<file path="src/rtl/pipe_stall_ctrl.sv">
// Pipeline control unit: merges stage hold requests into a hold/bubble vector,
// sequences a fixed-latency multi-cycle unit, issues flush pulses and counts stalls.
module pipe_stall_ctrl #(
   parameter int NSTAGE   = 6,
   parameter int MC_STAGE = 3,
   parameter int MC_LAT   = 32,
   parameter int CNT_W    = 6,
   parameter int PERF_W   = 32
) (
   input  logic              clk,
   input  logic              rst,
   input  logic [NSTAGE-1:0] stallreq,
   input  logic              mc_start,
   input  logic              flush_req,
   output logic [NSTAGE-1:0] stall,
   output logic              flush,
   output logic              mc_busy,
   output logic              mc_done,
   output logic [PERF_W-1:0] stall_cycles
);

   typedef enum logic [1:0] {
      S_IDLE = 2'd0,
      S_BUSY = 2'd1,
      S_DONE = 2'd2
   } state_t;

   localparam logic [NSTAGE-1:0] MC_BIT   = NSTAGE'(1) << MC_STAGE;
   localparam logic [CNT_W-1:0]  LAT_M1   = CNT_W'(MC_LAT - 1);
   localparam logic [PERF_W-1:0] PERF_MAX = {PERF_W{1'b1}};

   state_t              r_state;
   logic [CNT_W-1:0]    r_cnt;
   logic                r_flush;
   logic                r_mc_busy;
   logic                r_mc_done;
   logic [PERF_W-1:0]   r_stall_cycles;

   logic [NSTAGE-1:0]   w_req;
   logic [NSTAGE-1:0]   w_mask;
   logic [NSTAGE-1:0]   w_stall;

   // Thermometer mask: every stage at or below the highest requester holds.
   always_comb begin
      logic v_acc;
      w_req  = stallreq | ((r_state == S_BUSY) ? MC_BIT : '0);
      w_mask = '0;
      v_acc  = 1'b0;
      for (int i = NSTAGE - 1; i >= 0; i--) begin
         v_acc     = v_acc | w_req[i];
         w_mask[i] = v_acc;
      end
      w_stall = (rst || r_flush) ? '0 : w_mask;
   end

   // Registered flush pulse and saturating count of front-end stall cycles.
   always_ff @(posedge clk) begin
      if (rst) begin
         r_flush        <= 1'b0;
         r_stall_cycles <= '0;
      end else begin
         r_flush <= flush_req;
         if (w_stall[0] && (r_stall_cycles != PERF_MAX)) begin
            r_stall_cycles <= r_stall_cycles + PERF_W'(1);
         end else begin
            r_stall_cycles <= r_stall_cycles;
         end
      end
   end

   // Multi-cycle sequencer; a flush aborts any op in flight without a done pulse.
   always_ff @(posedge clk) begin
      if (rst) begin
         r_state   <= S_IDLE;
         r_cnt     <= '0;
         r_mc_busy <= 1'b0;
         r_mc_done <= 1'b0;
      end else begin
         case (r_state)
            S_IDLE: begin
               r_mc_done <= 1'b0;
               if (mc_start && !flush_req) begin
                  r_state   <= S_BUSY;
                  r_cnt     <= LAT_M1;
                  r_mc_busy <= 1'b1;
               end else begin
                  r_state   <= S_IDLE;
                  r_mc_busy <= 1'b0;
               end
            end
            S_BUSY: begin
               if (flush_req) begin
                  r_state   <= S_IDLE;
                  r_cnt     <= '0;
                  r_mc_busy <= 1'b0;
                  r_mc_done <= 1'b0;
               end else if (r_cnt == '0) begin
                  r_state   <= S_DONE;
                  r_mc_busy <= 1'b0;
                  r_mc_done <= 1'b1;
               end else begin
                  r_cnt     <= r_cnt - CNT_W'(1);
                  r_mc_busy <= 1'b1;
                  r_mc_done <= 1'b0;
               end
            end
            S_DONE: begin
               r_mc_done <= 1'b0;
               if (mc_start && !flush_req) begin
                  r_state   <= S_BUSY;
                  r_cnt     <= LAT_M1;
                  r_mc_busy <= 1'b1;
               end else begin
                  r_state   <= S_IDLE;
                  r_cnt     <= '0;
                  r_mc_busy <= 1'b0;
               end
            end
            default: begin
               r_state   <= S_IDLE;
               r_cnt     <= '0;
               r_mc_busy <= 1'b0;
               r_mc_done <= 1'b0;
            end
         endcase
      end
   end

   assign stall        = w_stall;
   assign flush        = r_flush;
   assign mc_busy      = r_mc_busy;
   assign mc_done      = r_mc_done;
   assign stall_cycles = r_stall_cycles;

endmodule

</file>
<file path="config.mk">
export PLATFORM = sky130hd
export DESIGN_NAME = pipe_stall_ctrl
export DESIGN_NICKNAME = d
export VERILOG_FILES = /design/src/rtl/pipe_stall_ctrl.sv
export SDC_FILE = /design/constraint.sdc
export NUM_CORES = 1
export LEC_CHECK = 0
export CAP_MARGIN = 40
export CORE_MARGIN = 2
export CORE_UTILIZATION = 40
export CTS_CLUSTER_DIAMETER = 60
export CTS_CLUSTER_SIZE = 28
export DETAILED_ROUTE_END_ITERATION = 8
export PLACE_DENSITY = 0.7
export SYNTH_ARGS = -nofsm -noshare
export SYNTH_HDL_FRONTEND = slang
export SYNTH_SLANG_ARGS = --single-unit
export TNS_END_PERCENT = 100
</file>
<file path="constraint.sdc">
create_clock -name clk -period 2.2 [get_ports clk]
set_clock_uncertainty 0.15 [all_clocks]
set_input_delay 0.44 -clock clk [delete_from_list [all_inputs] [get_ports clk]]
set_output_delay 0.44 -clock clk [all_outputs]
set_load 0.1 [all_outputs]
</file>
==> results_dict.tcl, run 1 <==
set metrics [dict create \
    syn_avg_cell_area_um2 8.35 \
    use_met2_pct 34.9 \
    tightest_slew_ns 0.485 \
    setup_viol 0 \
    fin_total_pwr_mw 1.63 \
    synth_nets 290 \
    cp-startpoint "stallreq[4]" \
    syn-instance-count 277 \
    ant_nets 0 \
    final-hold-violation-count 0 \
    start_kind "input pin" \
    nNetsFinal 373 \
    cp-end-kind "output pin" \
    layout.cells.non_filler 433 \
    drc 0 \
    required_ns 1.61 \
    p_clk_share_pct 29.3 \
    antenna_found_initial 0 \
    power_density_nw_per_um2 475 \
    fin_crit_ns 2.16 \
    overflow 0 \
    grt_pass1_vias 2227 \
    cts_sinks 43 \
    placed_cell_area_um2 3230 \
    fillerInstances 499 \
    row_count 27 \
    switching_share_pct 30.9 \
    port-buffer-count 50 \
    finalSetupTns_ns 0 \
    p_switching_uw 505 \
    n_antenna_cell 0 \
    synth_top_area_share_pct 37.2 \
    wirelength_um 6480 \
    synth_top_flop_cell "dfxtp_1" \
    grt_pass1_wl_um 10700 \
    hold_class "reg -> reg" \
    dieArea_um2 6400 \
    crit_type "in -> out" \
    die_w_um 80.0 \
    crit_arrival_ns 1.57 \
    areaGrowthSynthToFinish_pct 49.0 \
    synthesis.area_um2 2310 \
    cap_violations 0 \
    post-route-period-util_pct 98.2 \
    synth_edf_count 0 \
    top_usage_layer "met2" \
    ys_ff_latch 43 \
    numCtsBuffers 5 \
    cts-root-buf "clkbuf_8" \
    p_leak_nw 1.29 \
    grt_max_degree 31 \
    yosysWarnings 0 \
    path_max_fanout 2 \
    r2r-end "stall_cycles[25]$_SDFFE_PP0P_" \
    internal_power_mw 1.13 \
    status "finished clean" \
    drtIter0Drc 117 \
    dp.cells 417 \
    ios 51 \
    met1_usage_pct 28.4 \
    synthDistinctLibCells 44 \
    grt_util_met3_pct 4.30 \
    ir_drop_mv 0.321 \
    vias 2443 \
    async_flop_share_pct 0 \
    combPwrFrac_pct 22.4 \
    rsz0062_at_grt "true" \
    fmax_mhz 463 \
    vias_per_cell 5.64 \
    timing.rr.start "stall_cycles[22]$_SDFFE_PP0P_" \
    power_frac_seq_pct 48.3 \
    path_clk_slew_ns 0.07 \
    drv_slew 0 \
    ff2ff_setup_slack_ns 0.05 \
    die_h_um 80.0 \
    cts-htree-levels 2 \
    dr.pass1.iters 4 \
    cp-endpoint "stall[3]" \
    drive_gt1_share_pct 43.5 \
    clock_latency_ns 0.29 \
    start_util_pct 41.7 \
    seq_area_frac_synth_pct 37.2 \
    synth_largest_area_cell "dfxtp_1" \
    grt_usage_pct 21.3 \
    fp.coreArea_um2 5540 \
    dp_hpwl_um 4680 \
    post-route-worst-setup-slack_ns 0.0405 \
    reg2reg_depth 6 \
    cts_tree "built" \
    holdPathStages 2 \
    synthTopCellsByArea "dfxtp_1 37%, a21oi_1 5.0%, mux2_2 3.9%" \
    max_slew_margin_pct 67.6 \
    gp_congestion 0.922 \
    cts_hold_buffers 0 \
    final_area_um2 3440 \
    dp_slack_ns -0.325 \
    wl_per_cell_um 15.0 \
    clockBufferDepth 2 \
]
-- kinds of logic (layout without fill, tap and decap cells) --
| group | count (synthesis) | count (layout) | synth area share [%] |
|---|---|---|---|
| AO/OA/AOI/OAI | 70 | 70 | 19.4 |
| AND/OR/NAND/NOR | 123 | 123 | 31.7 |
| XOR/XNOR | 3 | 3 | 1.14 |
| multiplexers | 8 | 8 | 3.90 |
| buffers and inverters | 27 | 111 | 4.98 |
| flip-flops | 43 | 43 | 37.2 |
| adder cells (fa/ha/maj) | 3 | 3 | 1.62 |
-- layer usage --
layer / vias to the layer above / routed length [µm]
met4: 0 / 35
met1: 1151 / 3080
met3: 2 / 354
li1: 1227 / -
met5: - / 0
met2: 63 / 3010
-- layout by cell type (no fill, tap or decap), types with 8 or more instances in the layout --
cell / netlist / final
inv_1: 11 / 10
o21ai_0: 14 / 14
buf_12: 0 / 9
nor2b_1: 9 / 9
dfxtp_2: 0 / 11
buf_4: 0 / 72
a21oi_1: 23 / 23
nor2_1: 18 / 14
mux2_2: 8 / 8
nand4_1: 11 / 11
o31ai_1: 12 / 12
nand3_1: 14 / 13
or4_1: 12 / 12
nand2_1: 13 / 12
dfxtp_4: 0 / 24
or3_1: 9 / 9
dfxtp_1: 43 / 8
-- worst max-delay path, cell delays in order --
cell           delay (ns)
dlygate4sd2_1        0.24
nor2_2               0.14
buf_6                0.12
nand3b_1             0.10
buf_4                0.16
and2_2               0.20
buf_12               0.17
-- synthesized netlist by cell type, drive strengths merged (2+ instances only) --
| cell type | n |
|---|---|
| dfxtp | 43 |
| a21oi | 23 |
| nor2 | 18 |
| nand3 | 14 |
| o21ai | 14 |
| nand2 | 13 |
| nand4 | 12 |
| o31ai | 12 |
| or4 | 12 |
| inv | 11 |
| nor2b | 9 |
| nor4 | 9 |
| or3 | 9 |
| buf | 8 |
| clkbuf | 8 |
| mux2 | 8 |
| nor3 | 7 |
| and2 | 4 |
| o311ai | 4 |
| a22oi | 3 |
| and3 | 3 |
| and4 | 3 |
| ha | 3 |
| o41ai | 3 |
| a211oi | 2 |
| nand2b | 2 |
| nor3b | 2 |
| nor4b | 2 |
| o211ai | 2 |
| o21a | 2 |
| o31a | 2 |
| or2 | 2 |
| xnor2 | 2 |
-- layout make-up --
type | count | area, µm² | area share (%)
clock inverter | 2 | 8.76 | 0.254
multi-input combinational | 207 | 1440 | 41.7
timing repair buffer | 92 | 826 | 24.0
clock buffer | 6 | 72.6 | 2.11
inverter | 11 | 45.0 | 1.31
tap | 72 | 90.1 | 2.62
sequential | 43 | 965 | 28.0
-- registers in the layout (all words and copies together) (netlist names) --
signal and count:
r_cnt 6, mc_busy 1, flush 1, stall_cycles 32, mc_done 1, r_state 2
-- power by group through the flow --
stage	registers [mW]	logic, mW	clock network (mW)
after floorplan	0.857	0.172	0
after global placement	0.806	0.343	0
after detailed placement	0.806	0.349	0
after CTS	0.788	0.357	0.505
after global routing	0.792	0.388	0.528
final	0.789	0.366	0.479
-- how the worst min path moves through the flow --
stage | from | end | slack, ns
floorplan | r_cnt[2]$_SDFFE_PP0P_ | r_cnt[2]$_SDFFE_PP0P_ | 0.35
global placement | stall_cycles[30]$_SDFFE_PP0P_ | stall_cycles[30]$_SDFFE_PP0P_ | 0.33
detailed placement | stall_cycles[22]$_SDFFE_PP0P_ | stall_cycles[22]$_SDFFE_PP0P_ | 0.34
CTS | stall_cycles[22]$_SDFFE_PP0P_ | stall_cycles[22]$_SDFFE_PP0P_ | 0.35
global route | stall_cycles[2]$_SDFFE_PP0P_ | stall_cycles[2]$_SDFFE_PP0P_ | 0.37
finish | stall_cycles[22]$_SDFFE_PP0P_ | stall_cycles[22]$_SDFFE_PP0P_ | 0.35
-- what timing repair did --
item / 4_1_cts / 5_1_grt
gates resized for setup: 13 / 7
pin swaps: 5 / 4
setup buffers: 5 / 3
endpoints found under the setup margin: 6 / 16
-- metrics by stage --
step                      util [%]  hold slack, ns
after detailed placement      58.4           0.338
after global placement        58.4           0.330
after global routing          62.2           0.373
after floorplan                  -           0.349
after CTS                     60.8           0.352
final                         62.2           0.351
Note: power is estimated with default switching activity, not from simulation.
==> inputs of run 2 (changes only) <==
--- a/config.mk
+++ b/config.mk
@@ -8,9 +8,9 @@
 export CAP_MARGIN = 40
 export CORE_MARGIN = 2
 export CORE_UTILIZATION = 40
-export CTS_CLUSTER_DIAMETER = 60
 export CTS_CLUSTER_SIZE = 28
 export DETAILED_ROUTE_END_ITERATION = 8
+export GPL_ROUTABILITY_DRIVEN = 1
 export PLACE_DENSITY = 0.7
 export SYNTH_ARGS = -nofsm -noshare
 export SYNTH_HDL_FRONTEND = slang
==> results of run 2 <==
No change in the layout: final DEF, timing and power equal those of run 1.
